<file path="config.mk">
export PLATFORM = sky130hd
export DESIGN_NAME = tpu_cfu_ctrl
export DESIGN_NICKNAME = d
export VERILOG_FILES = /design/src/rtl/tpu_cfu_pkg.sv /design/src/rtl/tpu_gb_mux.sv /design/src/rtl/tpu_cfu_ctrl.sv
export SDC_FILE = /design/constraint.sdc
export NUM_CORES = 1
export LEC_CHECK = 0
export BUFFER_PORTS_ARGS = -buffer_cell sky130_fd_sc_hd__buf_4
export CAP_MARGIN = 40
export CELL_PAD_IN_SITES_DETAIL_PLACEMENT = 1
export CELL_PAD_IN_SITES_GLOBAL_PLACEMENT = 1
export CORE_AREA = 2 2 300 302
export DETAILED_ROUTE_END_ITERATION = 7
export DIE_AREA = 0 0 302 304
export PLACE_DENSITY = 0.44
export SLEW_MARGIN = 20
export SYNTH_ARGS = -nofsm -noshare
export SYNTH_HDL_FRONTEND = slang
export SYNTH_HIERARCHICAL = 1
export SYNTH_SLANG_ARGS = --single-unit
</file>
<file path="constraint.sdc">
create_clock -name clk -period 2.4 [get_ports clk]
set_input_delay 0.36 -clock clk [delete_from_list [all_inputs] [get_ports clk]]
set_output_delay 0.36 -clock clk [all_outputs]
set_load 0.02 [all_outputs]
</file>
<file path="src/rtl/tpu_cfu_pkg.sv">
// -----------------------------------------------------------------------------
// tpu_cfu_pkg
//
// Shared constants for the TPU CFU command controller:
//   - CFU opcodes (funct3) and CONFIG sub-selects (funct7)
//   - main command FSM and buffer-ownership FSM state encodings
//   - buffer C slicing (four 32-bit slices per C word)
//   - helper that identifies opcodes which touch the global buffers or start
//     a run, i.e. the opcodes that must stall while the TPU owns the buffers
// -----------------------------------------------------------------------------
package tpu_cfu_pkg;

  // Opcodes carried in funct3
  localparam logic [2:0] OP_CONFIG  = 3'd0;
  localparam logic [2:0] OP_WRITE_A = 3'd1;
  localparam logic [2:0] OP_WRITE_B = 3'd2;
  localparam logic [2:0] OP_START   = 3'd3;
  localparam logic [2:0] OP_STATUS  = 3'd4;
  localparam logic [2:0] OP_READ_C  = 3'd5;

  // CONFIG register selectors carried in funct7
  localparam logic [6:0] CFG_K      = 7'd0;
  localparam logic [6:0] CFG_M      = 7'd1;
  localparam logic [6:0] CFG_N      = 7'd2;
  localparam logic [6:0] CFG_OFFSET = 7'd3;

  // Main command FSM
  localparam logic [1:0] ST_IDLE    = 2'd0;
  localparam logic [1:0] ST_EXEC    = 2'd1;
  localparam logic [1:0] ST_RD_WAIT = 2'd2;
  localparam logic [1:0] ST_RESP    = 2'd3;

  // Buffer-ownership FSM
  localparam logic [1:0] OWN_IDLE    = 2'd0;
  localparam logic [1:0] OWN_WAIT_HI = 2'd1;
  localparam logic [1:0] OWN_WAIT_LO = 2'd2;

  // Buffer C word layout
  localparam int C_SLICES   = 4;
  localparam int SLICE_BITS = 32;

  // Opcodes that need the host to own the buffers (or that hand them over).
  function automatic logic needs_host_buffers(input logic [2:0] funct3);
    return (funct3 == OP_WRITE_A) || (funct3 == OP_WRITE_B) ||
           (funct3 == OP_START)   || (funct3 == OP_READ_C);
  endfunction

endpackage

</file>
<file path="src/rtl/tpu_gb_mux.sv">
// -----------------------------------------------------------------------------
// tpu_gb_mux
//
// Combinational ownership mux for the global buffer A/B/C ports.
// While tpu_own is high the TPU sequencer's read indices and C write port
// reach the buffers and host writes to A/B are blocked; otherwise the
// controller's host-side registers drive the ports.
//
// Ports:
//   tpu_own                      select: 1 = sequencer, 0 = host
//   host_a_* / host_b_*          host write enable, index, data for A/B
//   host_c_index                 host read index for C
//   tpu_a_index, tpu_b_index     sequencer read indices
//   tpu_c_wr_en/index/data_in    sequencer C write port
//   gb_a_* / gb_b_* / gb_c_*     buffer ports
// -----------------------------------------------------------------------------
module tpu_gb_mux #(
  parameter int ADDR_BITS = 16,
  parameter int C_BITS    = 128
) (
  input  logic                 tpu_own,
  input  logic                 host_a_wr_en,
  input  logic [ADDR_BITS-1:0] host_a_index,
  input  logic [31:0]          host_a_data_in,
  input  logic                 host_b_wr_en,
  input  logic [ADDR_BITS-1:0] host_b_index,
  input  logic [31:0]          host_b_data_in,
  input  logic [ADDR_BITS-1:0] host_c_index,
  input  logic [ADDR_BITS-1:0] tpu_a_index,
  input  logic [ADDR_BITS-1:0] tpu_b_index,
  input  logic                 tpu_c_wr_en,
  input  logic [ADDR_BITS-1:0] tpu_c_index,
  input  logic [C_BITS-1:0]    tpu_c_data_in,
  output logic                 gb_a_wr_en,
  output logic [ADDR_BITS-1:0] gb_a_index,
  output logic [31:0]          gb_a_data_in,
  output logic                 gb_b_wr_en,
  output logic [ADDR_BITS-1:0] gb_b_index,
  output logic [31:0]          gb_b_data_in,
  output logic                 gb_c_wr_en,
  output logic [ADDR_BITS-1:0] gb_c_index,
  output logic [C_BITS-1:0]    gb_c_data_in
);

  // The sequencer only reads A/B, so write enables are forced low while it
  // owns the buffers; the data buses simply keep showing the host registers.
  assign gb_a_wr_en   = tpu_own ? 1'b0        : host_a_wr_en;
  assign gb_a_index   = tpu_own ? tpu_a_index : host_a_index;
  assign gb_a_data_in = host_a_data_in;

  assign gb_b_wr_en   = tpu_own ? 1'b0        : host_b_wr_en;
  assign gb_b_index   = tpu_own ? tpu_b_index : host_b_index;
  assign gb_b_data_in = host_b_data_in;

  // The host never writes C; it only reads results back.
  assign gb_c_wr_en   = tpu_own ? tpu_c_wr_en   : 1'b0;
  assign gb_c_index   = tpu_own ? tpu_c_index   : host_c_index;
  assign gb_c_data_in = tpu_own ? tpu_c_data_in : '0;

endmodule

</file>
<file path="src/rtl/tpu_cfu_ctrl.sv">
// -----------------------------------------------------------------------------
// tpu_cfu_ctrl
//
// CFU-side command controller and global-buffer arbiter for the 4x4 TPU.
// Decodes CPU custom instructions into run configuration (K, M, N, input
// offset), host writes to buffers A/B, a run start pulse, status polls and
// 32-bit slice reads of buffer C. One command is outstanding at a time.
//
// Ports:
//   clk, rst_n                   clock; synchronous active-low reset
//   cmd_*                        CFU command handshake, funct3/funct7, operands
//   rsp_*                        CFU response handshake and payload
//   tpu_in_valid                 one-cycle run start
//   tpu_K/M/N, tpu_input_offset  run configuration registers
//   tpu_busy                     sequencer busy
//   tpu_a/b_index, tpu_c_*       sequencer buffer ports (passed through in a run)
//   gb_a_*, gb_b_*, gb_c_*       global buffer ports
//   gb_c_data_out                buffer C read data (1-cycle synchronous read)
// -----------------------------------------------------------------------------
module tpu_cfu_ctrl
  import tpu_cfu_pkg::*;
#(
  parameter int ADDR_BITS = 16,
  parameter int DATA_BITS = 8,
  parameter int C_BITS    = 128
) (
  input  logic                 clk,
  input  logic                 rst_n,
  // command channel
  input  logic                 cmd_valid,
  output logic                 cmd_ready,
  input  logic [2:0]           cmd_funct3,
  input  logic [6:0]           cmd_funct7,
  input  logic [31:0]          cmd_in0,
  input  logic [31:0]          cmd_in1,
  // response channel
  output logic                 rsp_valid,
  input  logic                 rsp_ready,
  output logic [31:0]          rsp_data,
  // TPU sequencer control
  output logic                 tpu_in_valid,
  output logic [31:0]          tpu_K,
  output logic [31:0]          tpu_M,
  output logic [31:0]          tpu_N,
  output logic [DATA_BITS-1:0] tpu_input_offset,
  input  logic                 tpu_busy,
  // TPU sequencer buffer ports
  input  logic [ADDR_BITS-1:0] tpu_a_index,
  input  logic [ADDR_BITS-1:0] tpu_b_index,
  input  logic                 tpu_c_wr_en,
  input  logic [ADDR_BITS-1:0] tpu_c_index,
  input  logic [C_BITS-1:0]    tpu_c_data_in,
  // global buffer ports
  output logic                 gb_a_wr_en,
  output logic [ADDR_BITS-1:0] gb_a_index,
  output logic [31:0]          gb_a_data_in,
  output logic                 gb_b_wr_en,
  output logic [ADDR_BITS-1:0] gb_b_index,
  output logic [31:0]          gb_b_data_in,
  output logic                 gb_c_wr_en,
  output logic [ADDR_BITS-1:0] gb_c_index,
  output logic [C_BITS-1:0]    gb_c_data_in,
  input  logic [C_BITS-1:0]    gb_c_data_out
);

  logic [1:0] state;
  logic [1:0] own_state;
  logic [2:0] op;        // opcode of the command in flight
  logic [1:0] rd_slice;  // C slice selected by the READ_C in flight

  logic                 host_a_wr_en;
  logic [ADDR_BITS-1:0] host_a_index;
  logic [31:0]          host_a_data;
  logic                 host_b_wr_en;
  logic [ADDR_BITS-1:0] host_b_index;
  logic [31:0]          host_b_data;
  logic [ADDR_BITS-1:0] host_c_index;

  logic        tpu_own;
  logic        accept;
  logic        start_run;
  logic [31:0] rd_word;

  assign tpu_own = (own_state != OWN_IDLE);

  // Buffer ops and START stall during a run; CONFIG, STATUS and the unused
  // opcodes are still accepted so software can poll and pre-configure.
  assign cmd_ready = (state == ST_IDLE) &&
                     !(tpu_own && needs_host_buffers(cmd_funct3));
  assign accept    = cmd_valid && cmd_ready;
  assign start_run = accept && (cmd_funct3 == OP_START);

  // Select the requested 32-bit slice of the C word.
  // NOTE: every signal assigned in always_comb gets a default first, so no
  // path through the block leaves it unassigned and no latch is inferred.
  always_comb begin
    rd_word = '0;
    for (int i = 0; i < C_SLICES; i++) begin
      if (rd_slice == i[1:0]) rd_word = gb_c_data_out[i*SLICE_BITS +: SLICE_BITS];
    end
  end

  // ---------------------------------------------------------------------------
  // Main command FSM and host-side registers
  // ---------------------------------------------------------------------------
  // NOTE: sequential state uses non-blocking assignments so every register
  // samples pre-edge values, independent of statement order.
  always_ff @(posedge clk) begin
    // NOTE: reset is synchronous; it is only seen at a clock edge, so it sits
    // inside the clocked branch rather than in the sensitivity list.
    if (!rst_n) begin
      state            <= ST_IDLE;
      op               <= OP_CONFIG;
      rd_slice         <= '0;
      rsp_valid        <= 1'b0;
      rsp_data         <= '0;
      tpu_in_valid     <= 1'b0;
      tpu_K            <= 32'd4;
      tpu_M            <= 32'd4;
      tpu_N            <= 32'd4;
      tpu_input_offset <= '0;
      host_a_wr_en     <= 1'b0;
      host_a_index     <= '0;
      host_a_data      <= '0;
      host_b_wr_en     <= 1'b0;
      host_b_index     <= '0;
      host_b_data      <= '0;
      host_c_index     <= '0;
    end else begin
      // Single-cycle strobes fall back to zero unless set below.
      host_a_wr_en <= 1'b0;
      host_b_wr_en <= 1'b0;
      tpu_in_valid <= 1'b0;

      case (state)
        ST_IDLE: begin
          if (accept) begin
            op    <= cmd_funct3;
            state <= ST_EXEC;
            // Side effects happen at the accept edge so write strobes and the
            // start pulse are high during the cycle right after it.
            case (cmd_funct3)
              OP_CONFIG: begin
                case (cmd_funct7)
                  CFG_K:      tpu_K            <= cmd_in0;
                  CFG_M:      tpu_M            <= cmd_in0;
                  CFG_N:      tpu_N            <= cmd_in0;
                  CFG_OFFSET: tpu_input_offset <= cmd_in0[DATA_BITS-1:0];
                  default: ;
                endcase
              end
              OP_WRITE_A: begin
                host_a_wr_en <= 1'b1;
                host_a_index <= cmd_in0[ADDR_BITS-1:0];
                host_a_data  <= cmd_in1;
              end
              OP_WRITE_B: begin
                host_b_wr_en <= 1'b1;
                host_b_index <= cmd_in0[ADDR_BITS-1:0];
                host_b_data  <= cmd_in1;
              end
              OP_START:   tpu_in_valid <= 1'b1;
              OP_READ_C: begin
                host_c_index <= cmd_in0[ADDR_BITS-1:0];
                rd_slice     <= cmd_in1[1:0];
              end
              default: ;
            endcase
          end
        end

        ST_EXEC: begin
          if (op == OP_READ_C) begin
            // The buffer samples host_c_index on this edge; data is
            // available one cycle later.
            state <= ST_RD_WAIT;
          end else begin
            rsp_valid <= 1'b1;
            rsp_data  <= (op == OP_STATUS) ? {30'b0, tpu_own, tpu_busy} : 32'd0;
            state     <= ST_RESP;
          end
        end

        ST_RD_WAIT: begin
          rsp_valid <= 1'b1;
          rsp_data  <= rd_word;
          state     <= ST_RESP;
        end

        ST_RESP: begin
          if (rsp_ready) begin
            rsp_valid <= 1'b0;
            state     <= ST_IDLE;
          end
        end

        default: state <= ST_IDLE;
      endcase
    end
  end

  // ---------------------------------------------------------------------------
  // Buffer ownership: taken on START, released once the sequencer has been
  // seen busy and then idle again. Waiting for the rising edge first covers
  // the gap between the start pulse and the sequencer raising tpu_busy.
  // ---------------------------------------------------------------------------
  always_ff @(posedge clk) begin
    if (!rst_n) begin
      own_state <= OWN_IDLE;
    end else begin
      case (own_state)
        OWN_IDLE:    if (start_run) own_state <= OWN_WAIT_HI;
        OWN_WAIT_HI: if (tpu_busy)  own_state <= OWN_WAIT_LO;
        OWN_WAIT_LO: if (!tpu_busy) own_state <= OWN_IDLE;
        default:     own_state <= OWN_IDLE;
      endcase
    end
  end

  // ---------------------------------------------------------------------------
  // Buffer port arbitration
  // ---------------------------------------------------------------------------
  tpu_gb_mux #(
    .ADDR_BITS (ADDR_BITS),
    .C_BITS    (C_BITS)
  ) u_gb_mux (
    .tpu_own        (tpu_own),
    .host_a_wr_en   (host_a_wr_en),
    .host_a_index   (host_a_index),
    .host_a_data_in (host_a_data),
    .host_b_wr_en   (host_b_wr_en),
    .host_b_index   (host_b_index),
    .host_b_data_in (host_b_data),
    .host_c_index   (host_c_index),
    .tpu_a_index    (tpu_a_index),
    .tpu_b_index    (tpu_b_index),
    .tpu_c_wr_en    (tpu_c_wr_en),
    .tpu_c_index    (tpu_c_index),
    .tpu_c_data_in  (tpu_c_data_in),
    .gb_a_wr_en     (gb_a_wr_en),
    .gb_a_index     (gb_a_index),
    .gb_a_data_in   (gb_a_data_in),
    .gb_b_wr_en     (gb_b_wr_en),
    .gb_b_index     (gb_b_index),
    .gb_b_data_in   (gb_b_data_in),
    .gb_c_wr_en     (gb_c_wr_en),
    .gb_c_index     (gb_c_index),
    .gb_c_data_in   (gb_c_data_in)
  );

endmodule
</file>
==> reports/qor.yml <==
drv_slew: 0
cts_made_buffers: 36
outcome: "complete, but fails checks"
p_per_area_nw_per_um2: 604
syn_inst: 1340
criticalPathCategory: "reg2out"
root_buffer: "clkbuf_16"
r2r-start: "own_state[0]"
grt_max_degree: 139
hp-class: "in2reg"
power.internal_mw: 8.95
core_area_um2: 89000
routedWlPerCell_um: 23.0
whs_endpoint: "host_b_data[9]"
syn-num-nets: 1729
start_util_pct: 14.1
antenna_left: 0
setup.worst_path.start_class: "flip-flop"
ys_seq_area_share_pct: 41.8
sw_frac_of_total_pct: 28.9
grt_overflow_total: 0
ys_warn_count: 6
synth.area.top_cells: "dfxtp_1, nand2_1, mux2i_1, and2_1, mux2_4"
drtIter0Drc: 466
synth.avg_cell_area_um2: 9.34
grt_pass1_wl_um: 102000
ys_ff_latch: 261
viasPerCell: 3.85
violations: "setup timing"
grt_util_all_layers_pct: 15.6
r2r_cells: 6
mostFrequentLayoutCells: "buf_4, nand2_1, dfxtp_1"
pwr-share-clk_pct: 44.0
dp_hpwl_um: 60300
sequentialPowerShare_pct: 36.5
total_power_mw: 12.6
drive_gt1_share_pct: 47.6
dieArea_um2: 91800
io_buffers: 765
worstSetupEndpointType: "primary output"
required_ps: 2040
finClkSkew_ps: 31.0
clk_pin_slew_worst_paths_ps: 60
totalWireLength_um: 74900
max_freq_mhz: 416
arrival_ps: 2040
rsz0062_at_grt: "yes"
htree_levels: 2
setup_slack_ps: -2.11
fill_cells: 10400
whs_path_depth: 3
drcViolationCount: 0
synth_cell_types: 42
nNetsFinal: 2422
cts_tree: "built"
fp.dieW_um: 302
combPwrFrac_pct: 19.5
antenna_found_initial: 37
first_global_vias: 13500
layout.cells.most_common: "buf_4"
multi_input_area_um2: 6170
reg2reg_slack_ps: 270
cts_buffer_depth: 3
rows: 110
firstDrtPassIters: 4
num_vias: 12500
cp_max_fo: 16
tightest_slew_ps: 678
place_ws_ps: 184
gp_congestion: 0.812
clock_sinks: 261
relSlewSlack_pct: 54.8
die_y_um: 304
hold_viol_final: 0
final-seq-area_um2: 5230
synth_top_area_share_pct: 41.8
vdd_ir_drop_max_mv: 0.377
postLayoutCoreUtil_pct: 23.4
reg2reg_to: "host_b_index[5]"
finalSetupViolCount: 2
yosysTopAreaCell: "dfxtp_1"
p_sw_mw: 3.64
cts_hold_buf: 0
areaGrowthSynthToFinish_pct: 66.8
min_from: "cmd_in1[9]"
leakage_nw: 9.22
ioPinCount: 766
cap_viol_max_count: 0
layout_min_cycle_time_ps: 2400
fin_crit_sh_pct: 100
syn_area_um2: 12500
clk_latency_ps: 550
sequential cells by signal, indices dropped and copies added (netlist names), 2 cells and up:
signal            cells
host_b_data          32
tpu_M                32
host_c_index         16
host_a_data          32
tpu_N                32
tpu_input_offset      8
state                 2
tpu_K                32
host_b_index         16
rsp_data             32
rd_slice              2
own_state             2
op                    3
host_a_index         16
area by class of cell:
class                      count  share of cell area [%]
timing repair buffer         820                    32.1
multi-input combinational    909                    29.6
sequential                   261                    25.1
tap                         1176                    7.05
clock buffer                  51                    5.02
clock inverter                15                   0.875
antenna                       18                   0.216
inverter                       5                   0.114
power groups by stage:
| stage | registers [mW] | logic [mW] | clock network, mW |
|---|---|---|---|
| finish | 4.59 | 2.46 | 5.54 |
| global route | 4.61 | 2.66 | 5.94 |
| CTS | 4.60 | 2.49 | 5.79 |
| detailed placement | 4.69 | 2.43 | 0 |
| global placement | 4.68 | 2.40 | 0 |
| floorplan | 4.75 | 1.07 | 0 |
critical path, cell delays in order (launching register included):
cell and delay [ps]:
dfxtp_2 330, or2_4 280, buf_16 180, buf_16 200
mux2_4 310, buf_6 130
how the worst max path moves through the flow:
stage             startpoint          endpoint  slack (ps)  cells after the start
6_report        own_state[0]     gb_a_index[1]          -2                      5
3_3_place_gp   cmd_funct7[3]          tpu_M[9]         180                      8
2_1_floorplan       state[1]   host_b_data[27]         340                      9
4_1_cts         own_state[0]     gb_b_index[6]         -60                      5
5_1_grt         own_state[0]  gb_c_data_in[26]         -70                      5
3_5_place_dp   cmd_funct7[3]          tpu_N[2]         180                      9
synth_stat cells:
cell	n
a21boi_0	1
a21o_1	1
a21oi_1	102
a22oi_1	32
a311oi_1	1
a31o_1	1
a32o_1	1
and2_1	132
and3_1	1
buf_12	6
buf_2	16
buf_4	65
buf_6	21
clkbuf_1	57
dfxtp_1	261
ha_1	5
inv_1	4
inv_2	1
mux2_4	48
mux2i_1	122
mux4_2	32
nand2_1	330
nand2b_1	4
nand3_1	5
nand3b_1	1
nand4b_1	2
nor2_1	56
nor2b_1	5
nor3_1	1
nor4_1	5
nor4_4	3
nor4b_1	1
o211ai_1	1
o21a_1	2
o21ai_0	3
o21ai_1	4
o32a_1	1
o32ai_1	1
or2_1	1
or4_1	2
or4b_1	1
xor2_1	1
through the flow:
step	hold slack, ps	area, µm²	std cells	TNS [ps]
final	58.6	20900	3255	-3.32
after global placement	443	19200	3159	0
after CTS	18.1	20600	3234	-2480
after detailed placement	449	19200	3159	0
after global routing	43.0	20900	3252	-4970
after floorplan	432	12500	1340	0
kinds of logic after synthesis:
| kind of cell | count (synthesis) | share of synthesized area [%] |
|---|---|---|
| buffers and inverters | 170 | 9.25 |
| adders and majority gates | 5 | 0.500 |
| DFF | 261 | 41.8 |
| AOI/OAI and AO/OA | 151 | 6.95 |
| xor gates and xnor gates | 1 | 0.0700 |
| muxes | 202 | 21.3 |
| and+or+nand+nor | 550 | 20.2 |
timing repair:
item | 4_1_cts | 5_1_grt
setup buffers | 5 | 2
endpoints found under the setup margin | 115 | 101
cloned | 4 | 1
pin swaps | 1 | 0
gates resized for setup | 14 | 38
metal layers:
layer | global-route usage [%] | part of all wire [%] | vias up | wire length, µm
met5 | 0 | 0.035 | - | 26
met4 | 6.50 | 3.8 | 4 | 2840
met3 | 4.31 | 7.4 | 111 | 5540
met2 | 30.8 | 56 | 528 | 41800
met1 | 14.7 | 33 | 6071 | 24700
li1 | - | - | 5811 | -
(Power assumes the default switching activity.)
